### src/rtl/delay_meter_pkg.sv
// Shared types and default sizing for the gate-delay measuring block.
package delay_meter_pkg;

    // Measurement FSM states
    typedef enum logic [1:0] {
        IDLE = 2'd0,
        WAIT = 2'd1,
        DONE = 2'd2,
        TOUT = 2'd3
    } state_t;

    localparam int DEF_CNT_W       = 8;
    localparam int DEF_TIMEOUT     = 200;
    localparam int DEF_SYNC_STAGES = 2;

endpackage

### src/rtl/delay_meter_if.sv
// Controller / measured-path side of the delay meter.
// master = test controller plus the measured path (drives start, resp);
// slave  = the meter itself.
interface delay_meter_if #(
    parameter int CNT_W = delay_meter_pkg::DEF_CNT_W
);
    logic             start;
    logic             resp;
    logic             stim;
    logic             busy;
    logic             done;
    logic             timeout;
    logic [CNT_W-1:0] delay_out;

    modport master (
        output start, resp,
        input  stim, busy, done, timeout, delay_out
    );

    modport slave (
        input  start, resp,
        output stim, busy, done, timeout, delay_out
    );
endinterface

### src/rtl/bit_sync.sv
// Multi-flop synchroniser for bringing an asynchronous level into clk.
// Cleared asynchronously so the chain comes out of reset at a known 0.
module bit_sync #(
    parameter int STAGES = 2
) (
    input  logic clk,
    input  logic rst,
    input  logic d,
    output logic q
);

    logic [STAGES-1:0] ff;

    // Shift the asynchronous input through the flop chain
    always_ff @(posedge clk or posedge rst) begin
        if (rst) ff <= '0;
        else     ff <= {ff[STAGES-2:0], d};
    end

    assign q = ff[STAGES-1];

endmodule

### src/rtl/delay_meter.sv
// Launches an edge on stim, counts clk edges until the synchronised
// response changes, and reports the count (or a timeout).
// The reported count includes the synchroniser latency (SYNC_STAGES+1 for a
// zero-delay loopback); removing that offset is left to software.
module delay_meter
    import delay_meter_pkg::*;
#(
    parameter int CNT_W       = DEF_CNT_W,
    parameter int TIMEOUT     = DEF_TIMEOUT,
    parameter int SYNC_STAGES = DEF_SYNC_STAGES
) (
    input  logic clk,
    input  logic rst,
    delay_meter_if.slave mif
);

    if (TIMEOUT < 2 || TIMEOUT > (2**CNT_W) - 1) begin : g_bad_timeout
        $error("delay_meter: TIMEOUT must be in [2, 2**CNT_W-1]");
    end
    if (SYNC_STAGES < 2) begin : g_bad_sync
        $error("delay_meter: SYNC_STAGES must be >= 2");
    end

    // One extra bit so the timeout compare sees cnt+1 without wrapping
    localparam logic [CNT_W:0] TO_V = TIMEOUT[CNT_W:0];

    state_t           state, state_nxt;
    logic [CNT_W-1:0] cnt, cnt_nxt;
    logic [CNT_W:0]   cnt_inc;
    logic             stim_q, stim_nxt;
    logic             ref_lvl, ref_nxt;
    logic             done_q, done_nxt;
    logic             tout_q, tout_nxt;
    logic [CNT_W-1:0] dly_q, dly_nxt;
    logic             resp_s;

    bit_sync #(
        .STAGES (SYNC_STAGES)
    ) u_resp_sync (
        .clk (clk),
        .rst (rst),
        .d   (mif.resp),
        .q   (resp_s)
    );

    assign cnt_inc = {1'b0, cnt} + 1'b1;

    // State and result registers
    always_ff @(posedge clk or posedge rst) begin
        if (rst) begin
            state   <= IDLE;
            cnt     <= '0;
            stim_q  <= 1'b0;
            ref_lvl <= 1'b0;
            done_q  <= 1'b0;
            tout_q  <= 1'b0;
            dly_q   <= '0;
        end else begin
            state   <= state_nxt;
            cnt     <= cnt_nxt;
            stim_q  <= stim_nxt;
            ref_lvl <= ref_nxt;
            done_q  <= done_nxt;
            tout_q  <= tout_nxt;
            dly_q   <= dly_nxt;
        end
    end

    // Next-state: launch from any idle state, then watch for the response edge
    always_comb begin
        state_nxt = state;
        cnt_nxt   = cnt;
        stim_nxt  = stim_q;
        ref_nxt   = ref_lvl;
        done_nxt  = done_q;
        tout_nxt  = tout_q;
        dly_nxt   = dly_q;
        case (state)
            WAIT: begin
                // Detection wins over timeout when both land on the same edge
                if (resp_s != ref_lvl) begin
                    dly_nxt   = cnt_inc[CNT_W-1:0];
                    done_nxt  = 1'b1;
                    state_nxt = DONE;
                end else if (cnt_inc == TO_V) begin
                    dly_nxt   = TO_V[CNT_W-1:0];
                    tout_nxt  = 1'b1;
                    state_nxt = TOUT;
                end else begin
                    cnt_nxt   = cnt_inc[CNT_W-1:0];
                end
            end
            default: begin
                // IDLE, DONE, TOUT: a start launches the opposite-polarity edge
                if (mif.start) begin
                    stim_nxt  = ~stim_q;
                    cnt_nxt   = '0;
                    ref_nxt   = resp_s;
                    done_nxt  = 1'b0;
                    tout_nxt  = 1'b0;
                    state_nxt = WAIT;
                end
            end
        endcase
    end

    assign mif.stim      = stim_q;
    assign mif.busy      = (state == WAIT);
    assign mif.done      = done_q;
    assign mif.timeout   = tout_q;
    assign mif.delay_out = dly_q;

endmodule

### src/flat_wrapper.sv
// flat-port wrapper written by rule: the top's interface ports become plain ports
module delay_meter_flat import delay_meter_pkg::*;
#(
    parameter int CNT_W       = DEF_CNT_W,
    parameter int TIMEOUT     = DEF_TIMEOUT,
    parameter int SYNC_STAGES = DEF_SYNC_STAGES
)
  (clk, rst, mif_start, mif_resp, mif_stim, mif_busy, mif_done, mif_timeout, mif_delay_out);
  delay_meter_if #(.CNT_W(CNT_W)) mif_i ();
  input  logic clk;
  input  logic rst;
  input wire logic [$bits(mif_i.start)-1:0] mif_start;
  input wire logic [$bits(mif_i.resp)-1:0] mif_resp;
  output wire logic [$bits(mif_i.stim)-1:0] mif_stim;
  output wire logic [$bits(mif_i.busy)-1:0] mif_busy;
  output wire logic [$bits(mif_i.done)-1:0] mif_done;
  output wire logic [$bits(mif_i.timeout)-1:0] mif_timeout;
  output wire logic [$bits(mif_i.delay_out)-1:0] mif_delay_out;
  assign mif_i.start = mif_start;
  assign mif_i.resp = mif_resp;
  assign mif_stim = mif_i.stim;
  assign mif_busy = mif_i.busy;
  assign mif_done = mif_i.done;
  assign mif_timeout = mif_i.timeout;
  assign mif_delay_out = mif_i.delay_out;
  delay_meter #(.CNT_W(CNT_W), .TIMEOUT(TIMEOUT), .SYNC_STAGES(SYNC_STAGES)) u_core (.clk(clk), .rst(rst), .mif(mif_i));
endmodule
### config.mk
export PLATFORM = sky130hd
export DESIGN_NAME = delay_meter_flat
export DESIGN_NICKNAME = d
export VERILOG_FILES = /design/src/rtl/delay_meter_pkg.sv /design/src/rtl/delay_meter_if.sv /design/src/rtl/bit_sync.sv /design/src/rtl/delay_meter.sv /design/src/flat_wrapper.sv
export SDC_FILE = /design/constraint.sdc
export NUM_CORES = 1
export LEC_CHECK = 0
export CAP_MARGIN = 40
export CORE_MARGIN = 1.5
export CORE_UTILIZATION = 25
export DETAILED_ROUTE_END_ITERATION = 16
export GPL_TIMING_DRIVEN = 0
export SKIP_LAST_GASP = 1
export SYNTH_ARGS = -nofsm -noshare
export SYNTH_HDL_FRONTEND = slang
export SYNTH_SLANG_ARGS = --single-unit
### constraint.sdc
create_clock -name clk -period 2.7 [get_ports clk]
set_input_delay 0.27 -clock clk [delete_from_list [all_inputs] [get_ports clk]]
set_output_delay 0.27 -clock clk [all_outputs]
set_load 0.005 [all_outputs]
======== Word level (Yosys, flattened, before mapping) ========
Cells that the tools add are included.
word-level totals
  bits in writable memories ............... 0
  output and inout bits ................... 12
  memories kept ........................... 0
  bits in read-only memories .............. 0
  bits in registers ....................... 24
  bits in latches ......................... 0
operators by class
  equality and inequality tests ........... 8
  mux-type cells .......................... 16
  shifts and indexed selects .............. 0
  multipliers ............................. 0
  bitwise gates (word level) .............. 2
  divide/modulo/power cells ............... 0
  add/subtract/negate cells ............... 1
  reduce and logical (&&, ||, !) cells .... 8
  $lt $le $gt $ge ......................... 0
operators with widths
  operator                                                                 count
  8-bit two-way mux                                                        6
  8-bit by 1-bit adder with 9-bit output, second input constant            1
  9-bit by 8-bit == test with 1-bit output, second input constant          1
  2-bit two-way mux                                                        4
  2-bit AND reduction                                                      4
  1-bit two-way mux                                                        6
  3-bit AND reduction                                                      2
  2-bit by 1-bit inequality test with 1-bit output, second input constant  2
  2-bit inequality test, second input constant                             2
  2-bit nonzero test                                                       2
  3-bit by 1-bit inequality test with 1-bit output, second input constant  1
  2-bit by 1-bit == test with 1-bit output, second input constant          1
  1-bit NOT                                                                2
  1-bit inequality test                                                    1

======== Longest topological paths before layout ========
Gate-level depths: netlist of run 1.
  word-level depth ........................ 5
  mapped depth ............................ 8
  gate-level depth less buffers ........... 7

======== Modules after synthesis ========
From an unflattened synthesis of run 1, not the netlist that was laid out.
unflattened totals
  cells, all modules ...................... 105
  area total of the unflattened synthesis .. 1121.1 sq um
modules (own cells, without submodules)
  module       area each (sq um)  cells each  instances  sequential area each (sq um)
  delay_meter  1067.3             102         1          550.5
  bit_sync     53.8               3           1          50.0

======== Worst setup path before layout of run 1 ========
Ideal clock, no wire load.
  path kind ............................... register -> register
  start point ............................. register u_core.cnt[2]
  end point ............................... register u_core.cnt[0]
  period minus slack after synthesis ...... 2.090 ns
  library setup time ...................... 0.121 ns
  stages on the path, launching flop included .. 8
  data arrival time ....................... 1.969 ns
  data required time ...................... 2.579 ns
  setup slack ............................. 0.610 ns
  path through ............................ dfrtp_1 > and3_1 > buf_6 > a211o_1 > a2111o_1 > o21a_4 > buf_6 > a22o_1
on the way
  longest elaborated chain between the ends .. 4
RTL lines
  item                                      line               source
  start, declared                           delay_meter.sv:28  logic [CNT_W-1:0] cnt, cnt_nxt;
  start signal, assigned                    delay_meter.sv:60  cnt <= cnt_nxt;
  8-bit by 1-bit adder with 9-bit output    delay_meter.sv:46  assign cnt_inc = {1'b0, cnt} + 1'b1;
  9-bit by 8-bit == test with 1-bit output  delay_meter.sv:85  end else if (cnt_inc == TO_V) begin
  2-bit inequality test (no source line)    --
  3-bit AND reduction (no source line)      --
Every way passes these cells.
A chain may end at the register's enable or synchronous reset.

======== Worst setup path in the final report of run 1 ========
Same ends and word-level chain as after synthesis.

==> qor.csv, run 1 <==
metric,value,unit
wl_per_cell,13.3,um
wl,2270,um
crit_top_cell,buf_6,
io_pins,16,
arrival,2.41,ns
place_hpwl,1690,um
p_switching,0.456,mW
synth_edf_count,0,
finalMaxSlewViolations,0,
die_w,70.3,um
track_usage,0.104,
combinationalPowerShare,0.394,
syn_nets,105,
design.core.area,4350,um2
syn_inst,99,
synthArstFlopShare,1.00,
internal_power,0.939,mW
crit_chain,and3_1 -> buf_6 -> a211o_1 -> a2111o_1 -> o21a_4 -> buf_6 -> a22o_1,
start_util,0.260,
setup_violations,0,
nets,126,
antenna_found_initial,0,
clockRootBuffer,clkbuf_8,
yosys.area.top_type,dfrtp_1,
status,"complete, no violations",
layoutNonFillerInstCount,171,
synth_most_common_cell,dfrtp_1,
cp_max_fo,10,
vdd_drop_max,570,uV
diodes,0,
first_iter_violations,6,
synth_area_per_cell,11.4,um2
final.fill_count,442,
clk_pin_slew_worst_paths,0.09,ns
p_leak,0.614,nW
drive_above_1_share,0.0840,
rsz0062_at_grt,false,
area_growth,26.7,%
final_hold_viol_count,0,
dieHeight,70.3,um
h-tree-depth,1,
start_kind,flip-flop,
die_area,4940,um2
setup-tns-final,0,ns
switching_share,0.327,
synth_area,1130,um2
netlist-cell-type-count,32,
power_frac_clock,0.225,
cts_tree,done,
port_buffers,15,
hp-class,input port to asynchronous set/reset pin,
clockBufferDepth,2,
gp_congestion,0.822,
register_area,601,um2
worstSkewPairLatency,0.27,ns
post_cts_buffers,0,
maxSlewHeadroom,0.627,
drc,0,
vias,816,
grt_pass1_vias,850,
yosysSeqAreaShare,0.531,
dpl.cell_count,167,
power_frac_seq,0.382,
crit_required,2.85,ns
critical-path-slowest-cell,a2111o_1,
worst_slew_pin_slew,0.557,ns
hold_buffers,0,
crit_type,flip-flop to flip-flop,
multiInputGateArea,470,um2
fin_skew,0.0103,ns
maxCapViolations,0,
cts-resized-gates,0,
cts_sinks,24,
period_needed,2.26,ns
row_count,24,
ys_top_cells_by_area,"dfrtp_1, a22o_1, xnor2_1",
cts_made_buffers,3,
min_period_over_period,0.837,
yosys_register_bits,24,
fmax,0.442,GHz
gr-total-overflow,0,
synth_top_area_share,0.531,
grt_max_degree,15,
yosys_warnings,0,
detail-route-antenna-nets,0,
endpoint_kind,flip-flop,
grt_pass1_wl,4040,um
slowest_delay,0.50,ns
drt_pre_antenna_iters,4,
synth_commonest_cells,"dfrtp_1, inv_1",
synth_ff_type,dfrtp_1,
viasPerCell,4.77,
cellPowerDensity,974,nW/um2
## critical path: cells and delay by family, from the launching register on
kind	cells	cell delay, ns
AOI/OAI and AO/OA	4	1.20
buffers and inverters	2	0.26
DFF	1	0.46
and+or+nand+nor	1	0.22
## flip-flops by register name, indices dropped and copies added (netlist names)
register	cells
u_core.mif.done	1
u_core.ref_lvl	1
u_core.mif.timeout	1
u_core.u_resp_sync.ff	2
u_core.mif.stim	1
u_core.mif.delay_out	8
u_core.cnt	8
u_core.state	2
## cell usage in the layout, fill, tap and decap left out, types with 3 or more instances in the layout
cell and instances:
xnor2_1 5, dfrtp_1 24, a22o_1 5, clkbuf_8 3, nor2_1 5, nand3_1 4
nand2_1 5, o2bb2ai_1 3, xor2_1 5, inv_1 6, and3_1 3, clkbuf_1 3
o21ai_0 3, a32o_1 3, clkdlybuf4s50_1 15
## cells by family after synthesis
kind of cell    after synthesis  synth area share
mux                           1           0.00996
compound gates               27             0.207
xor+xnor                     10            0.0774
flops                        24             0.531
fa+ha+maj                     2            0.0221
simple gates                 23            0.0996
buf+inv                      12            0.0531
## per-layer routing
layer | GRT usage | wire length (um) | up-vias
met4 | 0.0513 | 31 | 0
met5 | 0 | 0 | -
met2 | 0.173 | 1150 | 14
met1 | 0.134 | 1020 | 404
li1 | - | - | 396
met3 | 0.0101 | 67 | 2
## cell type report
type                       count  share of cell area
buffer                         5              0.0236
clock buffer                   3              0.0288
sequential                    24               0.419
timing repair buffer          16               0.115
clock inverter                 1              0.0210
tap                           52              0.0454
multi-input combinational     63               0.328
inverter                       7              0.0183
## power by group through the flow
stage,combinational [mW],sequential (mW),clock (mW)
floorplan,0.325,0.534,0
global placement,0.544,0.536,0
detailed placement,0.558,0.541,0
CTS,0.562,0.535,0.321
global route,0.609,0.551,0.337
finish,0.549,0.532,0.314
## worst paths after layout
path / to / cells past startpoint / start / slack, ns
min reg2reg: u_core.u_resp_sync.ff[1]$_DFF_PP0_ / 0 / u_core.u_resp_sync.ff[0]$_DFF_PP0_ / 0.35
max reg2reg: u_core.cnt[0]$_DFFE_PP0P_ / 7 / u_core.cnt[2]$_DFFE_PP0P_ / 0.44
max: u_core.cnt[0]$_DFFE_PP0P_ / 7 / u_core.cnt[2]$_DFFE_PP0P_ / 0.44
max in group asynchronous: u_core.mif.delay_out[7]$_DFFE_PP0P_ / 3 / rst / 1.90
min in group clk: u_core.u_resp_sync.ff[1]$_DFF_PP0_ / 0 / u_core.u_resp_sync.ff[0]$_DFF_PP0_ / 0.35
min: u_core.mif.delay_out[4]$_DFFE_PP0P_ / 2 / rst / 0.33
## per-stage QoR
stage	hold slack (ns)	power, mW	setup slack (ns)	util	cell area (um2)
after floorplan	0.285	0.858	0.610	-	1130
after global placement	0.333	1.08	0.474	0.309	1350
after detailed placement	0.336	1.10	0.462	0.313	1360
after CTS	0.346	1.42	0.436	0.329	1430
after global routing	0.367	1.50	0.343	0.329	1430
final	0.328	1.39	0.439	0.329	1430
(Power assumes the default switching activity.)
==> inputs of run 2 (changes only) <==
Clock period 2.7 ns to 1.97 ns, I/O delays scaled along.
==> qor.csv, run 2 (synthesis gave the netlist of run 1 again) <==
metric,value,unit
drt_pre_antenna_iters,4,
cellPowerDensity,1270,nW/um2
violations,setup timing,
clk_pin_slew_worst_paths,0.08,ns
crit_type,flip-flop to flip-flop,
h-tree-depth,1,
power_frac_clock,0.141,
final_common_cell,dfrtp_1,
design.core.area,4350,um2
rrSetupSlack,-0.02,ns
start_util,0.260,
grt_max_degree,17,
maxCapViolations,0,
die_w,70.3,um
crit_required,2.12,ns
place_hpwl,1650,um
final.fill_count,418,
antenna_found_initial,0,
drive_above_1_share,0.290,
gr-total-overflow,0,
cts_made_buffers,3,
final_hold_viol_count,0,
clockBufferDepth,2,
layoutNonFillerInstCount,183,
start_kind,flip-flop,
maxSlewHeadroom,0.724,
diodes,0,
cp_max_fo,5,
p_switching,0.705,mW
vias,892,
switching_share,0.348,
fin_skew,0.00620,ns
layout_common_cells,"dfrtp_1, clkdlybuf4s50_1, buf_4",
port_buffers,15,
p_leak,0.677,nW
grt_pass1_vias,910,
io_pins,16,
min_period_over_period,1.01,
finalMaxSlewViolations,0,
setup_violations,4,
placedInstanceArea,1370,um2
drc,0,
worstReg2RegStart,u_core.cnt[1]$_DFFE_PP0P_,
dieHeight,70.3,um
endpoint_kind,flip-flop,
area_growth,40.9,%
combinationalPowerShare,0.501,
viasPerCell,4.87,
detail-route-antenna-nets,0,
track_usage,0.108,
cts_tree,done,
arrival,2.14,ns
r2r-end,u_core.mif.delay_out[4]$_DFFE_PP0P_,
cts_sinks,24,
wl_per_cell,14.0,um
period_needed,1.99,ns
grt_pass1_wl,4260,um
wl,2560,um
first_iter_violations,20,
status,"finished, violations left",
final_cell_area,1590,um2
hp-class,input port to asynchronous set/reset pin,
die_area,4940,um2
clockRootBuffer,clkbuf_8,
pre_cts_slack,-0.190,ns
nets,139,
gp_congestion,0.839,
vdd_drop_max,644,uV
internal_power,1.32,mW
worst_slew_pin_slew,0.413,ns
fmax,0.502,GHz
row_count,24,
setup_ws,-0.0221,ns
dpl.cell_count,167,
power_frac_seq,0.359,
worstSkewPairLatency,0.26,ns
rr_worst_depth,6,
rsz0062_at_grt,true,
-- run 2: cell types whose count changed in the layout (fill, tap and decap cells not counted), moves of 2 or more --
cell and delta:
a22oi_1 -2, dfrtp_2 +4, clkbuf_1 -2, dfrtp_1 -4, buf_4 +15, a22oi_2 +2
-- run 2: how the worst max path moves through the flow --
stage,cells after the start,to,slack (ns),from
global placement,7,u_core.mif.delay_out[1]$_DFFE_PP0P_,-0.18,u_core.cnt[2]$_DFFE_PP0P_
global route,7,u_core.cnt[0]$_DFFE_PP0P_,-0.07,u_core.cnt[2]$_DFFE_PP0P_
CTS,6,u_core.mif.delay_out[1]$_DFFE_PP0P_,-0.05,u_core.cnt[2]$_DFFE_PP0P_
finish,6,u_core.mif.delay_out[4]$_DFFE_PP0P_,-0.02,u_core.cnt[1]$_DFFE_PP0P_
detailed placement,7,u_core.mif.delay_out[1]$_DFFE_PP0P_,-0.19,u_core.cnt[2]$_DFFE_PP0P_
floorplan,7,u_core.cnt[0]$_DFFE_PP0P_,-0.04,u_core.cnt[2]$_DFFE_PP0P_
-- run 2: metal layers --
metal  routed length (um)  vias up  GRT usage
met5                    0        -          0
met4                   44        0     0.0577
met1                 1170      452      0.140
met3                   54        4     0.0101
li1                     -      420          -
met2                 1290       16      0.177
-- run 2: cell type report --
cell class	instances	area, um2	area share
clock buffer	3	41.3	0.0259
multi-input combinational	63	536	0.336
inverter	7	30.0	0.0188
buffer	2	15.0	0.00942
timing repair buffer	32	302	0.189
sequential	24	606	0.380
tap	52	65.1	0.0408
-- run 2: what timing repair did --
item	in CTS	in global routing
setup endpoints to repair	14	19
buffers inserted	9	6
pin swaps	7	5
resized for setup	6	13
gates cloned	1	0
hold buffers	0	0
-- run 2: through the flow --
stage	hold slack, ns	util	power, mW	setup TNS, ns
floorplan	0.212	-	1.18	-0.154
global placement	0.334	0.309	1.48	-1.50
detailed placement	0.337	0.316	1.50	-1.78
CTS	0.234	0.343	1.86	-0.303
global route	0.238	0.366	2.17	-0.405
finish	0.224	0.366	2.03	-0.0653
-- run 2: power by group through the flow --
stage / sequential [mW] / clock [mW] / combinational (mW)
3_5_place_dp: 0.744 / 0 / 0.757
5_1_grt: 0.745 / 0.319 / 1.10
2_1_floorplan: 0.731 / 0 / 0.445
4_1_cts: 0.717 / 0.295 / 0.851
3_3_place_gp: 0.735 / 0 / 0.746
6_report: 0.727 / 0.285 / 1.01
-- run 2: critical path, cell delays in order, from the launching register on --
cell,delay (ns)
dfrtp_2,0.45
and2_4,0.17
a211o_1,0.25
a2111o_1,0.43
o21a_4,0.27
buf_6,0.13
a22o_1,0.17
==> inputs of run 3 (changes only) <==
Settings changed: CAP_MARGIN 40 to 10.
==> qor.csv, run 3 (synthesis gave the netlist of run 1 again) <==
metric,value,unit
status,"finished, violations left",
violations,setup timing,
crit_required,2.13,ns
die_w,70.3,um
cts_tree,done,
vias,862,
layout_common_cells,"dfrtp_1, clkdlybuf4s50_1, buf_4",
finalMaxSlewViolations,0,
clk_pin_slew_worst_paths,0.08,ns
track_usage,0.106,
crit_type,flip-flop to flip-flop,
top_layer,met4,
vdd_drop_max,603,uV
final_hold_viol_count,0,
power,1.96,mW
cellPowerDensity,1300,nW/um2
start_util,0.260,
cp-startpoint,u_core.cnt[0]$_DFFE_PP0P_,
grt_max_degree,25,
fin_util,0.347,
rsz0062_at_grt,true,
area_growth,33.6,%
cts_made_buffers,3,
worst_slew_pin_slew,0.927,ns
crit_end,u_core.mif.delay_out[4]$_DFFE_PP0P_,
place_hpwl,1570,um
final_common_cell,dfrtp_1,
period_needed,1.98,ns
maxSlewHeadroom,0.381,
design.core.area,4350,um2
diodes,0,
setup-tns-final,-0.0105,ns
fin_skew,0.00338,ns
setup_violations,3,
cp_max_fo,5,
h-tree-depth,1,
nets,134,
register_area,606,um2
gr-total-overflow,0,
endpoint_kind,flip-flop,
worstReg2RegStart,u_core.cnt[0]$_DFFE_PP0P_,
min_period_over_period,1.00,
dieHeight,70.3,um
start_kind,flip-flop,
io_pins,16,
grt_pass1_vias,855,
fmax,0.506,GHz
dr_wl_met3,51,um
antenna_found_initial,0,
first_iter_violations,12,
wl_per_cell,13.8,um
p_leak,0.635,nW
rrSetupSlack,-0.007,ns
worstSkewPairLatency,0.26,ns
met1_length,1200,um
rr_worst_depth,6,
final.fill_count,433,
cts_sinks,24,
clockRootBuffer,clkbuf_8,
holdWs,0.353,ns
die_area,4940,um2
hp-class,flip-flop to flip-flop,
gp_congestion,0.839,
wl_met2,1170,um
setup_ws,-0.00669,ns
drc,0,
drive_above_1_share,0.238,
drt_pre_antenna_iters,4,
multiInputGateArea,520,um2
r2r-end,u_core.mif.delay_out[4]$_DFFE_PP0P_,
arrival,2.13,ns
clockBufferDepth,2,
viasPerCell,4.84,
wl,2460,um
detail-route-antenna-nets,0,
grt_pass1_wl,4220,um
maxCapViolations,0,
row_count,24,
port_buffers,15,
-- run 3: changes by cell type in the layout (fill, tap and decap cells not counted), sizes merged --
cell,previous run,this run
buf,18,12
clkbuf,4,5
-- run 3: cell type report --
class / count / share of cell area
clock buffer: 3 / 0.0273
inverter: 7 / 0.0199
sequential: 24 / 0.401
tap: 52 / 0.0430
timing repair buffer: 26 / 0.152
multi-input combinational: 63 / 0.344
buffer: 3 / 0.0124
-- run 3: what timing repair did --
action | in CTS | in global routing
setup buffers | 8 | 2
cloned | 1 | 0
setup endpoints to repair | 14 | 19
pin swaps | 4 | 1
hold buffers | 0 | 0
gates resized for setup | 8 | 8
-- run 3: worst min path at each step --
stage	from	to	slack [ns]	depth (start not counted)
6_report	u_core.u_resp_sync.ff[0]$_DFF_PP0_	u_core.u_resp_sync.ff[1]$_DFF_PP0_	0.35	0
5_1_grt	u_core.u_resp_sync.ff[0]$_DFF_PP0_	u_core.u_resp_sync.ff[1]$_DFF_PP0_	0.38	0
4_1_cts	u_core.u_resp_sync.ff[0]$_DFF_PP0_	u_core.u_resp_sync.ff[1]$_DFF_PP0_	0.35	0
3_5_place_dp	u_core.u_resp_sync.ff[0]$_DFF_PP0_	u_core.u_resp_sync.ff[1]$_DFF_PP0_	0.33	0
3_3_place_gp	u_core.u_resp_sync.ff[0]$_DFF_PP0_	u_core.u_resp_sync.ff[1]$_DFF_PP0_	0.33	0
2_1_floorplan	rst	u_core.cnt[0]$_DFFE_PP0P_	0.21	1
-- run 3: power breakdown --
| part | switching [mW] | total, mW | internal [mW] |
|---|---|---|---|
| registers | 0.0889 | 0.726 | 0.637 |
| clock network | 0.150 | 0.287 | 0.137 |
| logic | 0.445 | 0.946 | 0.501 |
| total | 0.684 | 1.96 | 1.27 |
-- run 3: worst max-delay path: stages, from the launching register on --
cell and delay (ns):
dfrtp_2 0.44, and2_4 0.17, a211o_1 0.28, a2111o_1 0.42, o21a_4 0.24, buf_6 0.13
a22o_1 0.19
-- run 3: per-stage QoR --
step,cell area (um2),std cells,setup slack [ns]
2_1_floorplan,1130,99,-0.0384
3_3_place_gp,1350,166,-0.179
3_5_place_dp,1350,166,-0.196
4_1_cts,1460,176,-0.0265
5_1_grt,1510,178,-0.0911
6_report,1510,178,-0.00669
-- run 3: routing by layer --
metal,track usage,up-vias
met5,0,-
li1,-,411
met2,0.167,15
met4,0.0449,0
met3,0.0101,4
met1,0.149,432
